--- config.mk ---
export PLATFORM = sky130hd
export DESIGN_NAME = seq_divider
export DESIGN_NICKNAME = d
export VERILOG_FILES = /design/src/rtl/seq_divider.sv
export SDC_FILE = /design/constraint.sdc
export NUM_CORES = 1
export LEC_CHECK = 0
export CORE_MARGIN = 2
export CORE_UTILIZATION = 28
export DETAILED_ROUTE_END_ITERATION = 8
export RECOVER_POWER = 50
export SLEW_MARGIN = 10
export SYNTH_ARGS = -nofsm -noshare
export SYNTH_HDL_FRONTEND = slang
export SYNTH_SLANG_ARGS = --single-unit
--- constraint.sdc ---
create_clock -name clk -period 8.2 [get_ports clk]
set_input_delay 1.23 -clock clk [delete_from_list [all_inputs] [get_ports clk]]
set_output_delay 1.23 -clock clk [all_outputs]
set_load 0.01 [all_outputs]
--- src/rtl/seq_divider.sv ---
// Iterative radix-2 restoring unsigned divider with ready/valid handshakes on both sides.
// One quotient bit is resolved per clock; divide-by-zero short-circuits straight to DONE.
module seq_divider #(
  parameter int BITS = 22
) (
  input  logic            clk,
  input  logic            rst,
  input  logic            in_valid,
  output logic            in_ready,
  input  logic [BITS-1:0] dividend,
  input  logic [BITS-1:0] divisor,
  output logic            out_valid,
  input  logic            out_ready,
  output logic [BITS-1:0] quotient,
  output logic [BITS-1:0] remainder,
  output logic            div_by_zero
);

  localparam int CW = (BITS > 1) ? $clog2(BITS) : 1;

  typedef enum logic [1:0] {IDLE, CALC, DONE} state_t;

  state_t          state_q, state_d;
  logic [BITS-1:0] rem_q, rem_d;
  logic [BITS-1:0] q_q, q_d;
  logic [BITS-1:0] dvs_q, dvs_d;
  logic [CW-1:0]   cnt_q, cnt_d;
  logic [BITS-1:0] quot_q, quot_d;
  logic [BITS-1:0] remo_q, remo_d;
  logic            dbz_q, dbz_d;

  logic [BITS:0]   shifted;
  logic [BITS:0]   trial;
  logic            no_borrow;
  logic [BITS-1:0] rem_step;
  logic [BITS-1:0] q_step;

  // One restoring step: the borrow bit of the BITS+1 wide subtract decides the quotient bit.
  always_comb begin
    shifted   = {rem_q, q_q[BITS-1]};
    trial     = shifted - {1'b0, dvs_q};
    no_borrow = ~trial[BITS];
    rem_step  = no_borrow ? trial[BITS-1:0] : shifted[BITS-1:0];
    q_step    = {q_q[BITS-2:0], no_borrow};
  end

  // State register
  always_ff @(posedge clk) begin
    if (rst) begin
      state_q <= IDLE;
      rem_q   <= '0;
      q_q     <= '0;
      dvs_q   <= '0;
      cnt_q   <= '0;
      quot_q  <= '0;
      remo_q  <= '0;
      dbz_q   <= 1'b0;
    end else begin
      state_q <= state_d;
      rem_q   <= rem_d;
      q_q     <= q_d;
      dvs_q   <= dvs_d;
      cnt_q   <= cnt_d;
      quot_q  <= quot_d;
      remo_q  <= remo_d;
      dbz_q   <= dbz_d;
    end
  end

  // Next-state logic
  always_comb begin
    state_d = state_q;
    unique case (state_q)
      IDLE: if (in_valid) state_d = (divisor == '0) ? DONE : CALC;
      CALC: if (cnt_q == '0) state_d = DONE;
      DONE: if (out_ready) state_d = IDLE;
      default: state_d = IDLE;
    endcase
  end

  // Datapath next values
  always_comb begin
    rem_d  = rem_q;
    q_d    = q_q;
    dvs_d  = dvs_q;
    cnt_d  = cnt_q;
    quot_d = quot_q;
    remo_d = remo_q;
    dbz_d  = dbz_q;
    unique case (state_q)
      IDLE: begin
        if (in_valid) begin
          if (divisor == '0) begin
            quot_d = '1;
            remo_d = dividend;
            dbz_d  = 1'b1;
          end else begin
            rem_d = '0;
            q_d   = dividend;
            dvs_d = divisor;
            cnt_d = CW'(BITS - 1);
          end
        end
      end
      CALC: begin
        rem_d = rem_step;
        q_d   = q_step;
        cnt_d = cnt_q - 1'b1;
        if (cnt_q == '0) begin
          quot_d = q_step;
          remo_d = rem_step;
          dbz_d  = 1'b0;
        end
      end
      default: ;
    endcase
  end

  // Output logic
  always_comb begin
    in_ready    = (state_q == IDLE);
    out_valid   = (state_q == DONE);
    quotient    = quot_q;
    remainder   = remo_q;
    div_by_zero = dbz_q;
  end

endmodule
After elaboration in Yosys (flattened, before gate mapping)
Index checks and enable logic that the tools add are counted.
{"block": "totals", "word_cells": 54, "inputBits": 48, "out_inout_bits": 47, "reg_bits": 118}
{"block": "classes", "n_addsub": 2, "bitwise": 2, "reduce_logical": 8, "n_eq_ne": 7, "mux": 27}
{"cell": "two-way mux 22 bit", "n": 11}
{"cell": "one-hot mux 22 bit (2 select lines)", "n": 4}
{"cell": "subtractor 23 x 22 -> 23 bit", "n": 1}
{"cell": "logical NOT 22 bit", "n": 1}
{"cell": "two-way mux 5 bit", "n": 2}
{"cell": "one-hot mux 5 bit (2 select lines)", "n": 1}
{"cell": "AND reduction 3 bit", "n": 3}
{"cell": "two-way mux 2 bit", "n": 4}
{"cell": "inequality test 2 bit, second input constant", "n": 3}
{"cell": "one-hot mux 2 bit (3 select lines)", "n": 1}
{"cell": "logical NOT 5 bit", "n": 1}
{"cell": "subtractor 5 x 1 -> 5 bit, second input constant", "n": 1}
{"cell": "inequality test 2 x 1 -> 1 bit, second input constant", "n": 2}
{"cell": "AND reduction 4 bit", "n": 1}
{"cell": "two-way mux 1 bit", "n": 3}
{"cell": "== test 2 x 1 -> 1 bit, second input constant", "n": 1}
{"cell": "== test 2 bit, second input constant", "n": 1}
{"cell": "logical NOT 2 bit", "n": 1}
{"cell": "inverter 1 bit", "n": 2}
{"cell": "one-hot mux 1 bit (2 select lines)", "n": 1}
{"cell": "nonzero test 2 bit", "n": 1}

Longest topological paths before layout
Gate-level depths: netlist (run 1).
{"block": "logic_depth", "depth_word": 4, "depth_mapped": 13, "ltp_nobuf": 12}

Worst setup path after synthesis (run 1)
Ideal clock, no wire load.
{"block": "synth_path", "path_type": "input port to flip-flop", "from": "input divisor[18]", "to": "register remo_q[16], in the netlist remainder[16]", "required_ns": 8.067, "setup_time_ns": 0.133, "cell_stages": 9, "path_slack_ns": 5.057, "arrival_time_ns": 3.010, "n_path_buf": 2, "cell_sequence": "or4_1 > nor4_2 > nor2_1 > a211oi_2 > buf_2 > buf_2 > o211ai_1 > a31oi_1 > nor3_1"}
{"block": "synth_between", "elab_chain_len": 3}
{"element": "start, declared", "line": "11", "rtl": "input logic [BITS-1:0] divisor,"}
{"element": "logical NOT 22 bit", "line": "93", "rtl": "if (divisor == '0) begin"}
{"element": "inequality test 2 x 1 -> 1 bit (no source line)"}
{"element": "AND reduction 4 bit (no source line)"}
{"element": "end signal, assigned", "line": "65", "rtl": "remo_q <= remo_d;"}
{"element": "end, declared", "line": "29", "rtl": "logic [BITS-1:0] remo_q, remo_d;"}
Every way passes these cells.
A chain may end at the register's enable or synchronous reset.

Worst setup path after layout (run 1)
{"block": "layout_path", "from": "input divisor[8]", "to": "register cnt_q[4]"}
{"block": "layout_between", "elab_chain_len": 3}
{"element": "logical NOT 22 bit", "line": "93"}
{"element": "inequality test 2 bit (no source line)"}
{"element": "AND reduction 3 bit (no source line)"}
{"element": "end signal, assigned", "line": "63", "rtl": "cnt_q <= cnt_d;"}
{"element": "end, declared", "line": "27", "rtl": "logic [CW-1:0] cnt_q, cnt_d;"}
Every way passes these cells.

==> results of run 1 <==
-- final cells by class --
type                            count  area, um^2
Clock buffer                       18         439
Clock inverter                     14         114
Fill cell                        2217       13400
Inverter                           29         109
Multi-Input combinational cell    565        3360
Sequential cell                   118        2360
Tap cell                          275         344
Timing Repair Buffer               99         976
-- metal layers --
layer | track usage (%) | vias up | wire length, um | part of all wire, %
li1 | - | 2828 | - | -
met1 | 19.6 | 2607 | 7780 | 45
met2 | 25.9 | 98 | 8480 | 49
met3 | 3.37 | 12 | 688 | 4.0
met4 | 4.35 | 0 | 196 | 1.1
met5 | 0 | - | 0 | 0
-- tightest hold or removal path: stages (launching register included) --
cell and delay (ps):
dfxtp_1 310, nand2_1 50, a21oi_1 50
-- cells by family after synthesis --
group / Yosys count
multiplexers: 15
adder cells (fa/ha/maj): 25
buffers and inverters: 80
AND/OR/NAND/NOR: 311
AO/OA/AOI/OAI: 195
flip-flops: 118
XOR/XNOR: 19
-- stage by stage --
stage          std cells  area (um^2)  setup WS (ps)
3_5_place_dp        1086         7170           3520
3_3_place_gp        1086         7170           3530
5_1_grt             1118         7700           2510
4_1_cts             1118         7720           3950
2_1_floorplan        763         6050           5060
6_report            1118         7700           2970
-- power groups by stage --
| stage | combinational (W) | sequential, W | clock, W |
|---|---|---|---|
| CTS | 0.00175 | 0.000749 | 0.000712 |
| finish | 0.00174 | 0.000748 | 0.000701 |
| floorplan | 0.00140 | 0.000745 | 0 |
| global route | 0.00193 | 0.000759 | 0.000741 |
| global placement | 0.00172 | 0.000759 | 0 |
| detailed placement | 0.00172 | 0.000760 | 0 |
-- flip-flops by register name, summed over array words and instances (netlist names) --
signal / cells
state_q: 2
remainder: 22
div_by_zero: 1
quotient: 22
q_q: 22
cnt_q: 5
rem_q: 22
dvs_q: 22
-- cells in the mapped netlist, drive strengths merged (3+ instances only) --
library cell and instances:
inv 29, nand4 5, o21ai 19, mux2 13
ha 24, or3 5, o21a 5, nand2b 4
nor3 7, o2111ai 3, nor2b 5, clkbuf 36
buf 15, and3 6, xnor2 11, a311oi 39
o211ai 5, a31oi 7, dfxtp 118, and2 3
nor2 120, a211oi 25, xor2 8, nand3 3
nand2 137, a21oi 64, o31ai 4, nor4 6
nor4b 3, a21o 9
-- worst paths after layout --
| kind | to | slack (ps) | cells after the start |
|---|---|---|---|
| hold / removal | dvs_q[21] | 450 | 2 |
| hold reg to reg | dvs_q[21] | 450 | 2 |
| setup reg to reg | cnt_q[4] | 4220 | 5 |
| setup / recovery | cnt_q[4] | 2970 | 9 |
==> results.json, run 1 <==
{
  "cp-start-kind": "input port",
  "synthesis.nets": 836,
  "hold_viol": 0,
  "synth-seq-area-share_pct": 39.1,
  "worst-path-max-fanout": 48,
  "first_iter_violations": 338,
  "die_area_um2": 22800,
  "power_density_nw_per_um2": 413,
  "synth_simple_gate_area_share_pct": 22.0,
  "die_h_um": 151,
  "ys_ff_latch": 118,
  "setup-violations-final": 0,
  "arrival_ps": 5560,
  "via_count": 5545,
  "die_w_um": 151,
  "grt_pass1_vias": 5176,
  "initial_utilization_pct": 28.7,
  "ir_worst_vdd_v": 0.000309,
  "grt_pass1_wl_um": 27300,
  "clkLatencyLatePin_ps": 420,
  "max_stage_delay_ps": 2580,
  "startpoint": "divisor[8]",
  "outcome": "finished with violations",
  "cts_max_path_buffers": 2,
  "cts_resized": 0,
  "num_antenna_cells": 0,
  "synthDistinctLibCells": 65,
  "antenna_found_initial": 0,
  "synthAdderAreaFrac_pct": 5.30,
  "seqPwrFrac_pct": 23.5,
  "clkPwrFrac_pct": 22.0,
  "period_share_pct": 63.8,
  "final_cell_mix": "nand2_1 (137), nor2_1 (118), dfxtp_1 (118), a21oi_1 (63), dlygate4sd3_1 (48)",
  "ys_warn_count": 0,
  "synth_edf_count": 0,
  "syn_to_final_growth_pct": 27.4,
  "critPathRequiredTime_ps": 8530,
  "finalMaxSlewViolations": 49,
  "drc_errors": 0,
  "postCtsHoldBufs": 0,
  "net-switching-power_w": 0.00137,
  "tritoncts": "done",
  "endpoint_kind": "flop",
  "synth_area_per_cell_um2": 7.92,
  "criticalPathCategory": "input port to flop",
  "core_area_um2": 21100,
  "whs_ps": 454,
  "cp_num_buf_inv": 1,
  "fmax_ghz": 0.191,
  "synth_area_leaders": "dfxtp_1 (39%), nand2_1 (8.5%), nor2_1 (7.4%)",
  "min_from": "dvs_q[21]",
  "power_w": 0.00318,
  "path_delay_family": "compound AO/OA/AOI/OAI gates",
  "ys.flop_type": "dfxtp_1",
  "portBuffers": 94,
  "hp-class": "flop to flop",
  "clock_skew_ps": 12.3,
  "root_buffer": "clkbuf_16",
  "cts_made_buffers": 17,
  "rows": 53,
  "crit_path_top_delay_cell": "a21oi_1",
  "leakage_nw": 3.01,
  "viasPerCell": 4.96,
  "routedWlPerCell_um": 15.3,
  "synth-xor-area-share_pct": 3.06,
  "wl_um": 17100,
  "max_slew.worst_pin.slew_ps": 3480,
  "gr-total-overflow": 0,
  "synthArstFlopShare_pct": 0,
  "synth_top_family_by_area": "compound AO/OA/AOI/OAI gates",
  "intPower_w": 0.00182,
  "swShare_pct": 43.0,
  "maxCapViolCount": 1,
  "min_period_ps": 5230,
  "syn_area_um2": 6050,
  "synth_top_area_share_pct": 39.1,
  "r2r-start": "state_q[0]",
  "muxShareOfSynthArea_pct": 2.75,
  "pin_count": 95,
  "nets": 903,
  "drtAntennaViolNets": 0,
  "ctsHtreeMaxLevel": 4,
  "combPwrFrac_pct": 54.5,
  "violations": "capacitance limit, slew limit",
  "grt.total_usage_pct": 15.3,
  "layout_commonest_cell": "nand2_1",
  "dr.pass1.iters": 4,
  "yosysTopAreaCell": "dfxtp_1",
  "clock_sinks": 118,
  "setup_tns_ps": 0,
  "cts_setup_buffers": 0,
  "final_core_util_pct": 36.5,
  "layout-drive-gt1-share_pct": 6.52,
  "gp_congestion": 0.836,
  "synth-compound-area-share_pct": 22.3,
  "synthCells": 763,
  "clkTransAtPathRegs_ps": 60,
  "grt_max_degree": 89,
  "maxSlewHeadroom_pct": -132,
  "dpl.hpwl_um": 12100,
  "rsz0062_at_grt": "no",
  "crit_chain": "dlygate4sd3_1, nor4_1, nand4_1, nor4_1, nand2b_1, a21oi_1, nand3_1, xor2_1, a21oi_1"
}
(Power assumes the default switching activity.)
==> inputs of run 2 (changes only) <==
- clock period: 8.2 -> 4.7 ns (I/O delays scaled with it)
==> run 2 against run 1 <==
  * Clock skew is 4.1 ps lower
  * Combinational power grew 75%
  * The flow still finishes with violations (capacitance limit, slew limit)
  * Die area stayed put
  * Highest routed layer unchanged
  * Count of clock-buffer cells in the layout is 1 lower
  * Register-to-register slack worse by 2900 ps
  * Sequential cell count is the same
  * Via count stayed put
  * Sequential power up 74%
  * Critical path depth is the same
  * Worst setup slack worse by 2000 ps
  * First-iteration DRC count shrank 18%
  * Wire length is 0.75% lower
  * Largest cell class unchanged
==> results.json, run 2 (synthesis gave the netlist of run 1 again) <==
{
  "first_iter_violations": 276,
  "dr.pass1.iters": 4,
  "gp_congestion": 0.823,
  "finalMaxSlewViolations": 49,
  "dp_slack_ps": 1050,
  "whs_ps": 455,
  "grt.total_usage_pct": 15.3,
  "pin_count": 95,
  "intPower_w": 0.00318,
  "initial_utilization_pct": 28.7,
  "grt_use_met3_pct": 3.01,
  "wl_um": 17000,
  "maxCapViolCount": 1,
  "num_antenna_cells": 0,
  "rsz0062_at_grt": "no",
  "die_w_um": 151,
  "cts_resized": 0,
  "finalInstanceArea_um2": 7740,
  "violations": "capacitance limit, slew limit",
  "max_slew.worst_pin.slew_ps": 2010,
  "setup_tns_ps": 0,
  "ctsHtreeMaxLevel": 4,
  "viasPerCell": 4.94,
  "met2_usage_pct": 27.2,
  "drc_errors": 0,
  "final_cell_mix": "nand2_1 (137), nor2_1 (118), dfxtp_1 (118), a21oi_1 (62), dlygate4sd3_1 (48)",
  "nets": 907,
  "grt_pass1_wl_um": 27600,
  "critPathRequiredTime_ps": 5030,
  "arrival_ps": 4070,
  "rows": 53,
  "clock_skew_ps": 8.24,
  "grtUsageMet1_pct": 18.8,
  "outcome": "finished with violations",
  "routedWlPerCell_um": 15.2,
  "setup_slack_ps": 961,
  "period_share_pct": 79.6,
  "drtAntennaViolNets": 0,
  "root_buffer": "clkbuf_16",
  "seqPwrFrac_pct": 23.4,
  "cp-start-kind": "input port",
  "hp-class": "flop to flop",
  "clkTransAtPathRegs_ps": 60,
  "via_count": 5545,
  "multi_input_area_um2": 3360,
  "net-switching-power_w": 0.00240,
  "hold_viol": 0,
  "clock_sinks": 118,
  "seq_area_um2": 2360,
  "portBuffers": 94,
  "clkLatencyLatePin_ps": 420,
  "combPwrFrac_pct": 54.5,
  "dpl_cell_area_um2": 7220,
  "min_period_ps": 3740,
  "endpoint_kind": "flop",
  "n_fill_cell": 2235,
  "clkPwrFrac_pct": 22.1,
  "die_h_um": 151,
  "grt_max_degree": 81,
  "syn_to_final_growth_pct": 28.0,
  "maxSlewHeadroom_pct": -33.7,
  "cts_made_buffers": 17,
  "power_density_nw_per_um2": 722,
  "criticalPathCategory": "input port to flop",
  "grt.busiest_layer": "met2",
  "core_area_um2": 21100,
  "fmax_ghz": 0.267,
  "antenna_found_initial": 0,
  "cts_max_path_buffers": 2,
  "layout-drive-gt1-share_pct": 6.61,
  "grt_pass1_vias": 5498,
  "swShare_pct": 43.0,
  "postCtsHoldBufs": 0,
  "tritoncts": "done",
  "dpl.hpwl_um": 12400,
  "layout_commonest_cell": "nand2_1",
  "cts_setup_buffers": 0,
  "ir_worst_vdd_v": 0.000401,
  "die_area_um2": 22800,
  "worst-path-max-fanout": 17,
  "leakage_nw": 3.04,
  "gr-total-overflow": 0,
  "setup-violations-final": 0
}
==> run 2: cell count changes in the layout (fill, tap and decap cells not counted), moves of 2 or more <==
| cell | before | now |
|---|---|---|
| clkinv_4 | 0 | 3 |
| clkinvlp_4 | 4 | 1 |
| clkbuf_1 | 0 | 2 |
| inv_8 | 0 | 2 |
==> run 2: through the flow <==
step | std cells | utilization (%) | total power (W)
after floorplan | 763 | - | 0.00375
after global placement | 1090 | 34.2 | 0.00437
after detailed placement | 1090 | 34.2 | 0.00438
after CTS | 1122 | 36.9 | 0.00564
after global routing | 1122 | 36.7 | 0.00603
final | 1122 | 36.7 | 0.00559
==> run 2: routing by layer <==
metal	share of wire, %	up-vias	wire length [um]
met5	0	-	0
met4	1.2	0	200
met3	3.7	14	628
met2	50	94	8580
met1	45	2592	7600
li1	-	2845	-
==> run 2: worst paths after layout <==
path | cells after the start | endpoint | slack (ps) | startpoint
worst max-delay path | 9 | quotient[16] | 960 | divisor[8]
worst min-delay path | 2 | dvs_q[19] | 450 | dvs_q[19]
worst max register to register | 13 | remainder[15] | 1280 | q_q[21]
worst min register to register | 2 | dvs_q[19] | 450 | dvs_q[19]
==> run 2: cell type report <==
type	instances	share of cell area, %
clock inverters	15	1.70
flip-flops and latches	118	30.5
repair buffers	103	13.1
well taps	275	4.45
multi-input cells	565	43.4
clock buffers	17	5.50
inverters	29	1.41
==> run 2: power groups by stage <==
| stage | clock network (W) | logic (W) | registers (W) |
|---|---|---|---|
| 3_3_place_gp | 0 | 0.00304 | 0.00133 |
| 6_report | 0.00124 | 0.00305 | 0.00130 |
| 2_1_floorplan | 0 | 0.00245 | 0.00130 |
| 4_1_cts | 0.00126 | 0.00307 | 0.00131 |
| 5_1_grt | 0.00130 | 0.00340 | 0.00133 |
| 3_5_place_dp | 0 | 0.00305 | 0.00133 |
==> run 2: worst max-delay path, stage by stage <==
cell and delay, ps:
dlygate4sd3_1 550, nor4_1 350, nand4_1 150, nor4_1 700, nor2_1 110, a211oi_1 570
clkbuf_1 590, nor2_1 100, a211oi_1 230
==> inputs of run 3 (changes only) <==
- clock period: 4.7 -> 3.6 ns (I/O delays scaled with it)
==> run 3 against run 2 <==
  * Worst setup slack worse by 580 ps
  * Worst hold slack hardly changed
  * Core utilization is 1.0 points higher
  * Critical path type unchanged
  * The run now ends clean
  * Critical endpoint is now remainder[20]
  * Via count is 1.8% higher
  * First-iteration DRC count is 8.3% lower
  * Count of clock-buffer cells in the layout stayed put
  * Design area is 2.7% higher
  * Critical path depth is 2 higher
  * Global-route usage is 0.24 points higher
  * Largest cell class unchanged
  * Wire length is 2.0% higher
==> results.json, run 3 (synthesis gave the netlist of run 1 again) <==
{
  "arrival_ps": 3550,
  "antenna_found_initial": 0,
  "viasPerCell": 4.96,
  "final_core_util_pct": 37.7,
  "leakage_nw": 3.16,
  "maxSlewHeadroom_pct": 42.3,
  "seq_area_um2": 2360,
  "final_cell_mix": "nand2_1 (137), nor2_1 (118), dfxtp_1 (118), a21oi_1 (63), dlygate4sd3_1 (48)",
  "rsz0062_at_grt": "no",
  "tritoncts": "done",
  "gp_congestion": 0.901,
  "ir_worst_vdd_v": 0.000553,
  "num_antenna_cells": 0,
  "core_area_um2": 21100,
  "dr.pass1.iters": 4,
  "cp-start-kind": "input port",
  "syn_to_final_growth_pct": 31.5,
  "dpl.hpwl_um": 12800,
  "grt_max_degree": 73,
  "layout-drive-gt1-share_pct": 8.46,
  "power_density_nw_per_um2": 957,
  "cts_setup_buffers": 0,
  "dpl_cell_area_um2": 7390,
  "root_buffer": "clkbuf_16",
  "die_area_um2": 22800,
  "routedWlPerCell_um": 15.3,
  "finalInstanceArea_um2": 7950,
  "dp_slack_ps": 403,
  "first_iter_violations": 253,
  "endpoint_kind": "flop",
  "finalMaxSlewViolations": 0,
  "grt_pass1_wl_um": 27800,
  "die_w_um": 151,
  "drc_errors": 0,
  "gr-total-overflow": 0,
  "clock_sinks": 118,
  "setup_slack_ps": 378,
  "maxCapViolCount": 0,
  "ctsHtreeMaxLevel": 4,
  "setup-violations-final": 0,
  "power_w": 0.00761,
  "crit_chain": "dlygate4sd3_1, nor4_1, nand4_1, nor4_1, clkbuf_1, nor2_1, a211oi_1, buf_4, buf_12, nor2_1, a311oi_2",
  "multi_input_area_um2": 3350,
  "outcome": "finished clean",
  "hold_viol": 0,
  "cts_max_path_buffers": 2,
  "min_period_ps": 3220,
  "clkTransAtPathRegs_ps": 60,
  "postCtsHoldBufs": 0,
  "cts_resized": 0,
  "initial_utilization_pct": 28.7,
  "nets": 923,
  "portBuffers": 94,
  "clock_skew_ps": 7.64,
  "max_stage_delay_ps": 560,
  "via_count": 5646,
  "grt_pass1_vias": 5416,
  "reg2reg_depth": 11,
  "clkLatencyLatePin_ps": 420,
  "die_h_um": 151,
  "layout_commonest_cell": "nand2_1",
  "wl_um": 17400,
  "period_share_pct": 89.5,
  "drtAntennaViolNets": 0,
  "pin_count": 95,
  "hp-class": "flop to flop",
  "crit_path_top_delay_cell": "dlygate4sd3_1",
  "grt.total_usage_pct": 15.6,
  "cts_made_buffers": 17,
  "rows": 53,
  "hold_path_depth": 2,
  "fmax_ghz": 0.310,
  "n_fill_cell": 2196,
  "worst-path-max-fanout": 29,
  "critPathRequiredTime_ps": 3930,
  "max_slew.worst_pin.slew_ps": 866,
  "setup_tns_ps": 0,
  "criticalPathCategory": "input port to flop"
}
==> run 3: path summary, 6_finish.rpt <==
check | start | to | slack [ps]
worst min-delay path | dvs_q[8] | dvs_q[8] | 450
worst max register to register | dvs_q[8] | remainder[17] | 540
worst min register to register | dvs_q[8] | dvs_q[8] | 450
worst max-delay path | divisor[8] | remainder[20] | 380
==> run 3: final cells by class <==
type	count	share of cell area, %
Clock buffer	17	5.35
Multi-Input combinational cell	565	42.1
Sequential cell	118	29.7
Tap cell	275	4.33
Inverter	29	1.37
Clock inverter	15	2.11
Timing Repair Buffer	119	15.1
==> run 3: power breakdown <==
group	internal, W	leakage [nW]	switching (W)	total [W]
clock	0.00104	0.291	0.000680	0.00172
combinational	0.00186	1.90	0.00232	0.00418
sequential	0.00153	0.967	0.000188	0.00171
==> run 3: worst max-delay path, delay by kind of cell <==
family / cells / cell delay (ps)
buffers and inverters: 4 / 1280
and+or+nand+nor: 5 / 1050
AOI/OAI and AO/OA: 2 / 670
==> run 3: metal layers <==
layer / routed length (um) / GRT usage, % / up-vias
met4: 309 / 5.05 / 0
met1: 7810 / 19.4 / 2649
met5: 0 / 0 / -
met3: 600 / 3.61 / 23
li1: - / - / 2876
met2: 8640 / 26.5 / 98
==> run 3: stage by stage <==
stage	std cells	hold WS, ps
after floorplan	763	436
after detailed placement	1106	450
after global placement	1106	446
final	1138	454
after CTS	1138	458
after global routing	1138	472
